`src/rtl/coin_pkg.sv`:
```
// Shared types and constants for the coin input front-end.
package coin_pkg;

    typedef enum logic [1:0] {
        IDLE,
        SETUP,
        PULSE,
        WAIT_REL
    } coin_state_t;

    typedef logic [1:0] coin_val_t;

    localparam coin_val_t COIN_NONE = 2'd0;

endpackage

```
`src/rtl/debouncer.sv`:
```
// Two-flop synchronizer followed by a stable-count debouncer; the output flips only
// after CYCLES consecutive cycles of disagreement with the current debounced state.
module debouncer #(
    parameter int unsigned CYCLES  = 500000,
    parameter logic        RST_VAL = 1'b1
) (
    input  logic i_clk,
    input  logic i_rst,
    input  logic i_raw,
    output logic o_deb
);

    localparam int unsigned   CW   = $clog2(CYCLES);
    localparam logic [CW-1:0] LAST = CW'(CYCLES - 1);

    logic          r_s1;
    logic          r_s2;
    logic          r_deb;
    logic [CW-1:0] r_cnt;

    always_ff @(posedge i_clk or posedge i_rst) begin
        if (i_rst) begin
            r_s1  <= RST_VAL;
            r_s2  <= RST_VAL;
            r_deb <= RST_VAL;
            r_cnt <= '0;
        end else begin
            r_s1 <= i_raw;
            r_s2 <= r_s1;
            if (r_s2 == r_deb) begin
                r_cnt <= '0;
            end else if (r_cnt == LAST) begin
                // This edge is the CYCLES-th consecutive mismatch.
                r_deb <= ~r_deb;
                r_cnt <= '0;
            end else begin
                r_cnt <= r_cnt + CW'(1);
            end
        end
    end

    assign o_deb = r_deb;

endmodule

```
`src/rtl/coin_input_conditioner.sv`:
```
// Turns the raw coin button and selector into a clean CoinValue/CoinInserted pair,
// rejecting empty selections and counting accepted coins.
module coin_input_conditioner
    import coin_pkg::*;
#(
    parameter int unsigned DEBOUNCE_CYCLES = 500000,
    parameter int unsigned PULSE_CYCLES    = 4
) (
    input  logic       CLOCK_50,
    input  logic       reset,
    input  logic       coinButton,
    input  logic [1:0] coinSel,
    output logic [1:0] CoinValue,
    output logic       CoinInserted,
    output logic       coinRejected,
    output logic       busy,
    output logic [7:0] coinsAccepted
);

    localparam int unsigned   PW         = $clog2(PULSE_CYCLES);
    localparam logic [PW-1:0] PULSE_LAST = PW'(PULSE_CYCLES - 1);

    logic          w_deb;
    logic          r_deb_prev;
    logic          w_deb_rise;
    coin_val_t     r_sel_s1;
    coin_val_t     r_sel_s2;
    coin_val_t     r_coin_value;
    coin_state_t   r_state;
    coin_state_t   w_state_next;
    logic [PW-1:0] r_pulse_cnt;
    logic          r_rejected;
    logic [7:0]    r_coins;
    logic          w_latch;
    logic          w_reject;

    debouncer #(
        .CYCLES  (DEBOUNCE_CYCLES),
        .RST_VAL (1'b1)
    ) u_btn_deb (
        .i_clk (CLOCK_50),
        .i_rst (reset),
        .i_raw (coinButton),
        .o_deb (w_deb)
    );

    // Previous state resets to pressed so a button held through reset never looks like a rise.
    assign w_deb_rise = w_deb & ~r_deb_prev;

    always_ff @(posedge CLOCK_50 or posedge reset) begin
        if (reset) begin
            r_state <= WAIT_REL;
        end else begin
            r_state <= w_state_next;
        end
    end

    always_comb begin
        w_state_next = r_state;
        w_latch      = 1'b0;
        w_reject     = 1'b0;
        unique case (r_state)
            IDLE: begin
                if (w_deb_rise) begin
                    if (r_sel_s2 != COIN_NONE) begin
                        w_latch      = 1'b1;
                        w_state_next = SETUP;
                    end else begin
                        w_reject     = 1'b1;
                        w_state_next = WAIT_REL;
                    end
                end
            end
            SETUP:    w_state_next = PULSE;
            PULSE: begin
                if (r_pulse_cnt == PULSE_LAST) begin
                    w_state_next = WAIT_REL;
                end
            end
            WAIT_REL: begin
                if (!w_deb) begin
                    w_state_next = IDLE;
                end
            end
            default:  w_state_next = WAIT_REL;
        endcase
    end

    always_ff @(posedge CLOCK_50 or posedge reset) begin
        if (reset) begin
            r_sel_s1     <= COIN_NONE;
            r_sel_s2     <= COIN_NONE;
            r_deb_prev   <= 1'b1;
            r_coin_value <= COIN_NONE;
            r_rejected   <= 1'b0;
            r_pulse_cnt  <= '0;
            r_coins      <= '0;
        end else begin
            r_sel_s1   <= coinSel;
            r_sel_s2   <= r_sel_s1;
            r_deb_prev <= w_deb;
            r_rejected <= w_reject;
            if (w_latch) begin
                r_coin_value <= r_sel_s2;
            end
            if (r_state == SETUP) begin
                r_pulse_cnt <= '0;
                if (r_coins != 8'hFF) begin
                    r_coins <= r_coins + 8'd1;
                end
            end else if (r_state == PULSE) begin
                r_pulse_cnt <= r_pulse_cnt + PW'(1);
            end
        end
    end

    // Decoded straight from state so an asynchronous reset drops the pulse at once.
    assign CoinInserted  = (r_state == PULSE);
    assign busy          = (r_state != IDLE);
    assign CoinValue     = r_coin_value;
    assign coinRejected  = r_rejected;
    assign coinsAccepted = r_coins;

endmodule

```
`config.mk`:
```
export PLATFORM = sky130hd
export DESIGN_NAME = coin_input_conditioner
export DESIGN_NICKNAME = d
export VERILOG_FILES = /design/src/rtl/coin_pkg.sv /design/src/rtl/debouncer.sv /design/src/rtl/coin_input_conditioner.sv
export SDC_FILE = /design/constraint.sdc
export NUM_CORES = 1
export LEC_CHECK = 0
export BUFFER_PORTS_ARGS = -buffer_cell sky130_fd_sc_hd__buf_4
export CAP_MARGIN = 20
export CORE_AREA = 5 5 73 75
export CTS_CLUSTER_DIAMETER = 120
export DETAILED_ROUTE_END_ITERATION = 16
export DIE_AREA = 0 0 78 80
export PLACE_DENSITY = 0.74
export SLEW_MARGIN = 20
export SYNTH_ARGS = -nofsm -noshare
export SYNTH_HDL_FRONTEND = slang
export SYNTH_HIERARCHICAL = 1
export SYNTH_SLANG_ARGS = --single-unit
```
`constraint.sdc`:
```
create_clock -name CLOCK_50 -period 1.6 [get_ports CLOCK_50]
set_input_delay 0 -clock CLOCK_50 [delete_from_list [all_inputs] [get_ports CLOCK_50]]
set_output_delay 0 -clock CLOCK_50 [all_outputs]
set_load 0.005 [all_outputs]
```
# Word level (Yosys, flattened, before mapping)
# Index checks and enable logic that the tools add are counted.
# word_totals
input_bits	5
out_inout_bits	13
reg_bits	42
elab_cells	51
# op_classes
reduce_logical	7
n_eq_ne	10
bitwise_logic	4
n_mux	15
n_addsub	3
# op_table
cell	count
$mux W19	2
$add A19 B1 Y19 const B	1
$eq A19 B19 Y1 const B	1
$mux W2	6
$add A8 B1 Y8 const B	1
$ne A8 B8 Y1 const B	1
$pmux W2 S4	1
$eq A2 B2 Y1 const B	3
$mux W1	6
$reduce_bool A2 Y1	3
$ne A2 B2 Y1 const B	2
$reduce_and A2 Y1	2
$not A1 Y1	3
$reduce_and A3 Y1	1
$add A2 B1 Y2 const B	1
$eq A2 B1 Y1 const B	1
$logic_not A2 Y1	1
$ne A2 B1 Y1 const B	1
$and A1 B1 Y1	1
$eq A1 B1 Y1	1

# Depth between registers and ports, before layout
# Gate-level depths: netlist of the first run.
# depth
depth_word	4
ltp_mapped	7
ltp_nobuf	5

# Cells and area by module
# Netlist of the first run, hierarchy kept.
# by_module_without_submodules
mod	seq_area_each_um2	cells_each	n_inst	area_per_inst_um2
debouncer	554.3	103	1	1094.8
coin_input_conditioner	504.2	77	1	913.4

# Least setup slack after synthesis of the first run
# Ideal clock, no wire load.
# synth_path
kind	register -> register
start	reg u_btn_deb.r_cnt[11]
end	reg u_btn_deb.r_cnt[14]
arrival_ns	1.525
stages_incl_launch_ff	7
setup_time_ns	0.119
setup_slack_ns	-0.043
required_time_ns	1.481
synth_period_minus_slack_ns	1.643
n_path_buf	2
cell_sequence	dfrtp_1 or4_4 nor3_2 a21bo_1 buf_6 buf_12 nor2_1
# synth_between
elab_chain_cells	3
elab_cells_between_ends	4
cone_classes	1 x add/sub; 1 x eq/ne; 2 x mux
# synth_rtl
element	line	source
start, declared	debouncer.sv:19	logic [CW-1:0] r_cnt;
start signal, assigned	debouncer.sv:37	r_cnt <= r_cnt + CW'(1);
$add A19 B1 Y19 / $eq A19 B19 Y1 (equally long branches)	debouncer.sv:37, debouncer.sv:32	
$mux W19 (*)	debouncer.sv:32	end else if (r_cnt == LAST) begin
$mux W19 (*)	debouncer.sv:30	if (r_s2 == r_deb) begin
# Mark *: on every way between the ends. The rest lies on a longest branch, timed or not.
# A chain may end at the register's enable or synchronous reset.

# Worst setup path after layout of the first run
# layout_path
start	reg u_btn_deb.r_cnt[12]
end	reg u_btn_deb.r_cnt[5]
# layout_between
elab_chain_cells	3
# layout_rtl
element	line
$eq A19 B19 Y1	debouncer.sv:32
$mux W19	debouncer.sv:32
$mux W19	debouncer.sv:30
# Every way passes these cells.

==> results.json, run 1 <==
{
  "path_delay_family": "simple AND/OR/NAND/NOR gates",
  "grt_pass1_wl_mm": 6.43,
  "die_h_um": 80,
  "clk_pin_slew_worst_paths_ps": 90,
  "ys_seq_elements": 42,
  "max_stage_delay_ps": 560,
  "htree_levels": 2,
  "vias": 1498,
  "hold_path_class": "in -> async",
  "worst_setup_path_start_kind": "flip-flop",
  "drc": 0,
  "crit_required_ps": 1790,
  "cp_max_fo": 7,
  "grtUsageTotal_pct": 12.9,
  "drv_slew": 0,
  "pwr_density_cell_nw_per_um2": 806,
  "syn_inst": 180,
  "setup_tns_ps": -1000,
  "violations": "setup timing",
  "final_nets": 248,
  "fin_crit_ps": 1670,
  "yosysSeqAreaShare_pct": 52.7,
  "synth_most_common_cell": "dfrtp_1",
  "ir_drop_mv": 0.666,
  "avgSynthCellArea_um2": 11.2,
  "wl_per_cell_um": 13.4,
  "clock_skew_ps": 13.2,
  "numCtsBuffers": 5,
  "cts.path.max_buffers": 2,
  "dieArea_um2": 6240,
  "endpoint_kind": "flip-flop",
  "gr-total-overflow": 0,
  "synth_edf_count": 0,
  "synthTopCellsByCount": "36 x dfrtp_1, 20 x nor2_1, 10 x nand2_1",
  "grt_max_degree": 23,
  "synth-async-reset-ratio_pct": 100,
  "maxCapViolCount": 0,
  "p_leak_nw": 1.22,
  "antenna_left": 0,
  "arrival_ps": 1860,
  "synth.area.top_cells": "dfrtp_1 45%, dfstp_2 7.9%, ha_1 4.4%",
  "fmax_ghz": 0.599,
  "rsz0062_at_grt": "true",
  "initial_core_util_pct": 43.7,
  "cts_sinks": 42,
  "ys.flop_type": "dfrtp_1",
  "dr.pass1.iters": 4,
  "setup_violations": 18,
  "layout-drive-gt1-share_pct": 36.7,
  "ioPinCount": 18,
  "post_drt_via_cell_ratio": 5.15,
  "fillers": 374,
  "insertedDiodeCount": 0,
  "postLayoutCoreUtil_pct": 58.1,
  "maxSlewHeadroom_pct": 49.6,
  "dp_hpwl_mm": 2.69,
  "antenna_found_initial": 0,
  "synth_top_area_share_pct": 44.9,
  "finalWorstSetupSlack_ps": -70.2,
  "power_mw": 2.15,
  "cp_slowest_cell": "or4_4",
  "routabilityCongestion": 0.816,
  "crit_chain": "or4_4 > nor3_4 > a21bo_1 > buf_6 > nor2_1",
  "synth_area_leader_cell": "dfrtp_1",
  "netlist_area_um2": 2010,
  "numPortBuffers": 17,
  "first_global_vias": 1426,
  "cts_tree": "done",
  "outcome": "finished with violations",
  "rows": 25,
  "synth-warning-count": 6,
  "synth_cell_types": 48,
  "period_share_pct": 104,
  "root_buffer": "clkbuf_8",
  "critPathKind": "reg -> reg",
  "drtIter0Drc": 102,
  "drt_wl_total_mm": 3.91,
  "core_area_um2": 4600,
  "syn2layout_area_growth_pct": 33.1,
  "tightest_slew_ps": 755,
  "insertion_delay_ps": 290,
  "cp_num_buf_inv": 1,
  "die_w_um": 78,
  "syn_nets": 192,
  "hold_viol": 0
}
sequential cells by signal (all words and copies together), names as in the netlist:
register,count
coinRejected,1
r_sel_s2,2
u_btn_deb/o_deb,1
r_state,2
r_deb_prev,1
u_btn_deb/r_s1,1
CoinValue,2
r_pulse_cnt,2
u_btn_deb/r_s2,1
u_btn_deb/r_cnt,19
coinsAccepted,8
r_sel_s1,2
worst reg2reg max path: cells and delay by family, from the launching register on:
kind            cells  cell delay, ps
simple gates        3             820
flops               1             400
compound gates      1             190
buf+inv             1             160
timing repair:
item | CTS | global route
hold buffers | 4 | 0
resized for setup | 0 | 24
endpoints found under the hold margin | 39 | 0
endpoints found under the setup margin | 17 | 22
buffers inserted | 0 | 5
gates cloned | 0 | 0
pin swaps | 1 | 9
logic make-up after synthesis:
group | count (synthesis) | share of synthesized area (%)
DFF | 42 | 52.7
xor gates and xnor gates | 17 | 7.41
muxes | 7 | 4.11
adders and majority gates | 7 | 4.36
and+or+nand+nor | 74 | 20.9
AOI/OAI and AO/OA | 20 | 6.85
buffers and inverters | 13 | 3.68
per-layer routing:
layer  vias up  track usage (%)  share of wire, %
li1        751                -                 -
met1       728             16.9                49
met2        15             21.2                47
met3         4             3.39               2.6
met4         0             3.55               1.3
met5         -                0                 0
cells in the final DEF (no fill, tap or decap), types with 5 or more instances in the layout:
cell / count
clkbuf_8: 5
nand4_1: 6
nor2_1: 15
nand2_1: 10
inv_1: 8
xnor2_1: 9
buf_4: 46
dfrtp_1: 36
nand3_1: 8
dfstp_2: 6
xor2_1: 8
per-stage QoR:
| stage | hold WS (ps) | instances | area, µm² | setup WS, ps |
|---|---|---|---|---|
| after floorplan | -38.4 | 180 | 2010 | -29.4 |
| after global placement | 66.9 | 274 | 2370 | 26.4 |
| after detailed placement | 64.1 | 274 | 2370 | -13.8 |
| after CTS | 292 | 286 | 2540 | -34.5 |
| after global routing | 361 | 291 | 2670 | -141 |
| final | 302 | 291 | 2670 | -70.2 |
worst paths after layout:
| kind | startpoint | to | slack (ps) | cells after the start |
|---|---|---|---|---|
| worst max register to register | u_btn_deb/r_cnt[12] | u_btn_deb/r_cnt[5] | -70 | 5 |
| worst min-delay path | reset | u_btn_deb/r_cnt[1] | 300 | 4 |
| max in group asynchronous | reset | coinsAccepted[2] | 710 | 3 |
| worst min register to register | u_btn_deb/r_s1 | u_btn_deb/r_s2 | 360 | 0 |
| min in group CLOCK_50 | coinSel[0] | r_sel_s1[0] | 350 | 2 |
| worst max-delay path | u_btn_deb/r_cnt[12] | u_btn_deb/r_cnt[5] | -70 | 5 |
power breakdown:
group	total (mW)	internal (mW)	switching (mW)
Combinational	0.0737	0.0329	0.0408
Clock	0.992	0.625	0.367
Sequential	1.09	1.08	0.0105
Total	2.15	1.74	0.418
cell type report:
class                   count  area [µm²]  share of cell area [%]
clock inverters             3        68.8                    2.57
multi-input cells         125         953                    35.7
repair buffers             53         419                    15.7
well taps                  54        67.6                    2.53
inverters                   9        36.3                    1.36
clock buffers               5        68.8                    2.57
flip-flops and latches     42        1060                    39.6
Note: power is estimated with default switching activity, not from simulation.
==> run 2: changes to the inputs <==
--- a/config.mk
+++ b/config.mk
@@ -11,9 +11,8 @@
 export CTS_CLUSTER_DIAMETER = 120
 export DETAILED_ROUTE_END_ITERATION = 16
 export DIE_AREA = 0 0 78 80
-export PLACE_DENSITY = 0.74
+export PLACE_DENSITY = 0.73
 export SLEW_MARGIN = 20
 export SYNTH_ARGS = -nofsm -noshare
 export SYNTH_HDL_FRONTEND = slang
-export SYNTH_HIERARCHICAL = 1
 export SYNTH_SLANG_ARGS = --single-unit
==> results.json, run 2 <==
{
  "p_leak_nw": 1.20,
  "routabilityCongestion": 0.789,
  "final_nets": 241,
  "die_h_um": 80,
  "grt_max_degree": 43,
  "syn2layout_area_growth_pct": 31.0,
  "first_global_vias": 1495,
  "synth_xor_area_share_pct": 8.90,
  "synth-warning-count": 0,
  "met2RoutedLength_mm": 1.83,
  "regToRegSetupSlack_ps": 10,
  "place_ws_ps": -68.3,
  "htree_levels": 2,
  "fin_crit_ps": 1590,
  "period_share_pct": 99.3,
  "mostFrequentLayoutCells": "44 x buf_4, 35 x dfrtp_1, 24 x nor2_1",
  "synth_top_area_share_pct": 45.8,
  "worstSetupPathDepth": 5,
  "fmax_ghz": 0.629,
  "layout_commonest_cell": "buf_4",
  "cp_max_fo": 4,
  "yosys.area_share.simple_pct": 21.2,
  "ir_drop_mv": 0.533,
  "gr-total-overflow": 0,
  "syn_nets": 188,
  "pwr_density_cell_nw_per_um2": 779,
  "worst_setup_path_start_kind": "flip-flop",
  "setup_tns_ps": 0,
  "synth_mux_area_share_pct": 3.18,
  "initial_core_util_pct": 42.8,
  "dp_hpwl_mm": 2.73,
  "numCtsBuffers": 5,
  "worstReg2RegEnd": "coinsAccepted[3]",
  "numPortBuffers": 17,
  "core_area_um2": 4600,
  "post_drt_via_cell_ratio": 5.17,
  "endpoint_kind": "flip-flop",
  "grt_pass1_wl_mm": 6.69,
  "synth_compound_area_share_pct": 5.79,
  "reg2regPathDepth": 5,
  "hold_path_class": "in -> reg",
  "outcome": "complete, no violations",
  "cts_sinks": 42,
  "cp_slowest_cell": "a311o_1",
  "wl_met3_um": 160,
  "clock_skew_ps": 5.89,
  "ioPinCount": 18,
  "fin_area_um2": 2580,
  "finalWorstSetupSlack_ps": 11.2,
  "dr.pass1.iters": 7,
  "insertion_delay_ps": 300,
  "arrival_ps": 1780,
  "drv_slew": 0,
  "largest-register": "u_btn_deb.r_cnt",
  "cts_tree": "done",
  "rsz0062_at_grt": "true",
  "antenna_left": 0,
  "vias": 1467,
  "insertedDiodeCount": 0,
  "drt_wl_total_mm": 3.85,
  "setup_violations": 0,
  "cp_num_buf_inv": 1,
  "rows": 25,
  "netlist_area_um2": 1970,
  "whs_path_depth": 2,
  "synth_cell_types": 35,
  "cts.path.max_buffers": 2,
  "synth_edf_count": 0,
  "synth_most_common_cell": "dfrtp_1",
  "critPathKind": "reg -> reg",
  "wl_per_cell_um": 13.6,
  "synth.area.top_cells": "dfrtp_1 46%, dfstp_2 8.0%, xnor2_1 5.8%",
  "max_stage_delay_ps": 400,
  "syn_inst": 176,
  "antenna_found_initial": 0,
  "synth_top_family_by_area": "simple AND/OR/NAND/NOR gates",
  "rr_startpoint": "coinsAccepted[1]",
  "root_buffer": "clkbuf_8",
  "synthTopCellsByCount": "36 x dfrtp_1, 26 x nor2_1, 13 x xnor2_1",
  "drc": 0,
  "tightest_slew_ps": 520,
  "maxUsedRoutingLayer": "met4",
  "ys.flop_type": "dfrtp_1",
  "ys_seq_elements": 42,
  "drtIter0Drc": 56,
  "drt-met1-wl_mm": 1.76,
  "min_from": "coinButton",
  "hold_end": "u_btn_deb.r_s1",
  "path_delay_family": "compound AO/OA/AOI/OAI gates",
  "largest_reg_flops": 19,
  "yosysSeqAreaShare_pct": 53.8,
  "synthAdderAreaFrac_pct": 4.45,
  "grtUsageTotal_pct": 13.8,
  "dpl_cell_area_um2": 2340,
  "synth_area_leader_cell": "dfrtp_1",
  "crit_required_ps": 1790,
  "crit_chain": "ha_2 > and3_4 > a311o_1 > buf_4 > xnor2_2",
  "maxCapViolCount": 0,
  "die_w_um": 78,
  "layout-drive-gt1-share_pct": 33.9,
  "clk_pin_slew_worst_paths_ps": 80,
  "avgSynthCellArea_um2": 11.2,
  "synth-async-reset-ratio_pct": 100,
  "hold_viol": 0,
  "dieArea_um2": 6240,
  "maxSlewHeadroom_pct": 65.3
}
==> run 2: report_power, final <==
group	leakage [nW]	switching [mW]	internal, mW	total, mW
logic	0.595	0.0463	0.0371	0.0834
registers	0.552	0.00954	1.08	1.09
clock network	0.0514	0.373	0.466	0.839
total	1.20	0.429	1.58	2.01
==> run 2: worst max-delay path by stage <==
stage	from	endpoint	slack, ps
4_1_cts	r_state[0]	coinsAccepted[3]	4
2_1_floorplan	coinsAccepted[0]	coinsAccepted[1]	20
6_report	coinsAccepted[1]	coinsAccepted[3]	10
3_5_place_dp	coinsAccepted[0]	coinsAccepted[7]	-70
5_1_grt	coinsAccepted[1]	coinsAccepted[3]	-40
3_3_place_gp	r_state[0]	coinsAccepted[7]	60
==> run 2: routing by layer <==
layer	up-vias	track usage, %
met2	24	21.6
met3	7	3.50
met5	-	0
met1	714	17.2
li1	722	-
met4	0	7.60
==> run 2: repair_timing <==
action	4_1_cts	5_1_grt
buffers inserted	1	2
endpoints found under the setup margin	2	22
endpoints found under the hold margin	39	0
pin swaps	2	6
hold buffers	4	0
gates resized for setup	4	10
==> run 2: cells by family (layout without fill, tap and decap cells) <==
kind of cell    Yosys count  after routing
flops                    42             42
fa+ha+maj                 7              7
simple gates             71             71
buf+inv                  14             68
compound gates           16             16
xor+xnor                 20             20
mux                       6              6
==> run 2: area by class of cell <==
| type | count | area, µm² |
|---|---|---|
| Clock buffer | 6 | 72.6 |
| Tap cell | 54 | 67.6 |
| Clock inverter | 2 | 37.5 |
| Multi-Input combinational cell | 120 | 925 |
| Timing Repair Buffer | 48 | 370 |
| Sequential cell | 42 | 1060 |
| Fill cell | 411 | 2020 |
| Inverter | 12 | 45.0 |
==> run 2: per-stage QoR <==
step | hold slack, ps | util, % | power [mW] | std cells
detailed placement | 111 | 50.9 | 1.19 | 269
CTS | 329 | 54.6 | 2.03 | 282
global placement | 110 | 50.9 | 1.18 | 269
finish | 342 | 56.1 | 2.01 | 284
global route | 346 | 56.1 | 2.09 | 284
floorplan | 4.48 | - | 1.15 | 176
==> run 3: changes to the inputs <==
--- a/config.mk
+++ b/config.mk
@@ -7,11 +7,11 @@
 export LEC_CHECK = 0
 export BUFFER_PORTS_ARGS = -buffer_cell sky130_fd_sc_hd__buf_4
 export CAP_MARGIN = 20
-export CORE_AREA = 5 5 73 75
+export CORE_AREA = 5 5 68 70
 export CTS_CLUSTER_DIAMETER = 120
 export DETAILED_ROUTE_END_ITERATION = 16
-export DIE_AREA = 0 0 78 80
-export PLACE_DENSITY = 0.73
+export DIE_AREA = 0 0 73 75
+export PLACE_DENSITY = 0.82
 export SLEW_MARGIN = 20
 export SYNTH_ARGS = -nofsm -noshare
 export SYNTH_HDL_FRONTEND = slang
==> results.json, run 3 (synthesis results as in run 2) <==
{
  "outcome": "complete, no violations",
  "dpl_cell_area_um2": 2300,
  "drv_slew": 0,
  "wl_per_cell_um": 14.5,
  "drt_wl_total_mm": 4.03,
  "hold_path_class": "in -> reg",
  "vias": 1502,
  "ir_drop_mv": 0.570,
  "numCtsBuffers": 5,
  "fmax_ghz": 0.633,
  "switching_share_pct": 23.4,
  "insertion_delay_ps": 300,
  "largest-register": "u_btn_deb.r_cnt",
  "drc": 0,
  "cp_max_fo": 5,
  "grt_pass1_wl_mm": 6.73,
  "cp_slowest_cell": "dfrtp_1",
  "pwr_density_cell_nw_per_um2": 729,
  "cts_sinks": 42,
  "rows": 23,
  "seqPwrFrac_pct": 58.7,
  "fillers": 300,
  "seqCellArea_um2": 1060,
  "clk_pin_slew_worst_paths_ps": 80,
  "endpoint_kind": "flip-flop",
  "cts_tree": "done",
  "period_share_pct": 98.8,
  "layout_commonest_cell": "buf_4",
  "gr-total-overflow": 0,
  "arrival_ps": 1780,
  "crit_required_ps": 1800,
  "initial_core_util_pct": 50.3,
  "antenna_left": 0,
  "rr_startpoint": "u_btn_deb.r_cnt[11]",
  "die_w_um": 73,
  "worst_setup_path_start_kind": "flip-flop",
  "crit_start": "u_btn_deb.r_cnt[11]",
  "htree_levels": 2,
  "hold_viol": 0,
  "path_delay_family": "simple AND/OR/NAND/NOR gates",
  "rsz0062_at_grt": "true",
  "drtIter0Drc": 127,
  "grt_max_degree": 43,
  "p_comb_share_pct": 4.6,
  "maxCapViolCount": 0,
  "dr.pass1.iters": 4,
  "die_h_um": 75,
  "antenna_found_initial": 0,
  "fin_area_um2": 2550,
  "p_switching_mw": 0.436,
  "fin_crit_ps": 1580,
  "max_stage_delay_ps": 430,
  "min_from": "coinButton",
  "layout-drive-gt1-share_pct": 33.9,
  "syn2layout_area_growth_pct": 29.5,
  "insertedDiodeCount": 0,
  "largest_reg_flops": 19,
  "grtUsageTotal_pct": 16.3,
  "root_buffer": "clkbuf_8",
  "post_drt_via_cell_ratio": 5.42,
  "cp_num_buf_inv": 1,
  "dieArea_um2": 5480,
  "fin_cells": 277,
  "multi_input_area_um2": 940,
  "core_area_um2": 3910,
  "maxSlewHeadroom_pct": 66.2,
  "dp.cells": 260,
  "final_nets": 238,
  "clock_skew_ps": 6.68,
  "mostFrequentLayoutCells": "40 x buf_4, 35 x dfrtp_1, 25 x nor2_1",
  "tightest_slew_ps": 507,
  "p_clk_share_pct": 36.7,
  "ioPinCount": 18,
  "cts.path.max_buffers": 2,
  "crit_chain": "nor4b_2 > nand4_1 > o21bai_2 > buf_4 > nor2_1",
  "internal-power_mw": 1.42,
  "first_global_vias": 1467,
  "routabilityCongestion": 0.904,
  "setup_violations": 0,
  "critPathKind": "reg -> reg",
  "numPortBuffers": 17,
  "dp_hpwl_mm": 2.69,
  "p_leak_nw": 1.17
}
[run 3: changes by cell type in the layout (fill, tap and decap cells not counted), sizes merged]
cell	previous run	this run
clkinv	0	2
clkbuf	6	5
buf	44	41
bufinv	1	0
[run 3: worst paths after layout]
path	slack, ps	end	cells past startpoint
min in group asynchronous	390	coinsAccepted[0]	4
worst max-delay path	20	u_btn_deb.r_cnt[10]	5
max in group asynchronous	840	u_btn_deb.r_cnt[6]	4
worst min register to register	350	r_sel_s2[0]	0
worst max register to register	20	u_btn_deb.r_cnt[10]	5
worst min-delay path	350	u_btn_deb.r_s1	2
[run 3: layout make-up]
type                            instances  share of cell area [%]
Timing Repair Buffer                   45                    13.8
Tap cell                               50                    2.45
Clock inverter                          3                   0.835
Multi-Input combinational cell        120                    36.9
Clock buffer                            5                    2.70
Inverter                               12                    1.77
Sequential cell                        42                    41.6
[run 3: metal layers]
layer / GRT usage, % / wire length, µm / up-vias
li1: - / - / 714
met5: 0 / 0 / -
met2: 25.9 / 2050 / 57
met4: 6.76 / 88 / 0
met1: 21.0 / 1680 / 718
met3: 4.54 / 212 / 13
[run 3: repair_timing]
action,in CTS,in global routing
pin swaps,3,8
hold buffers,4,0
endpoints found under the hold margin,39,0
gates resized for setup,2,16
endpoints found under the setup margin,2,23
setup buffers,1,4
[run 3: power groups by stage]
stage | logic (mW) | clock network [mW] | registers, mW
after floorplan | 0.0378 | 0 | 1.11
after global placement | 0.0721 | 0 | 1.11
after detailed placement | 0.0737 | 0 | 1.11
after CTS | 0.0817 | 0.700 | 1.09
after global routing | 0.100 | 0.748 | 1.09
final | 0.0852 | 0.681 | 1.09
[run 3: per-stage QoR]
stage	setup TNS [ps]	worst slack (ps)	utilization (%)	power [mW]	hold WS [ps]
after floorplan	0	19.6	-	1.15	4.48
after global placement	0	61.8	58.7	1.18	109
after detailed placement	-6.22	-6.22	58.7	1.18	110
after CTS	0	1.48	62.4	1.87	342
after global routing	-642	-49.0	65.1	1.94	356
final	0	19.2	65.1	1.86	351
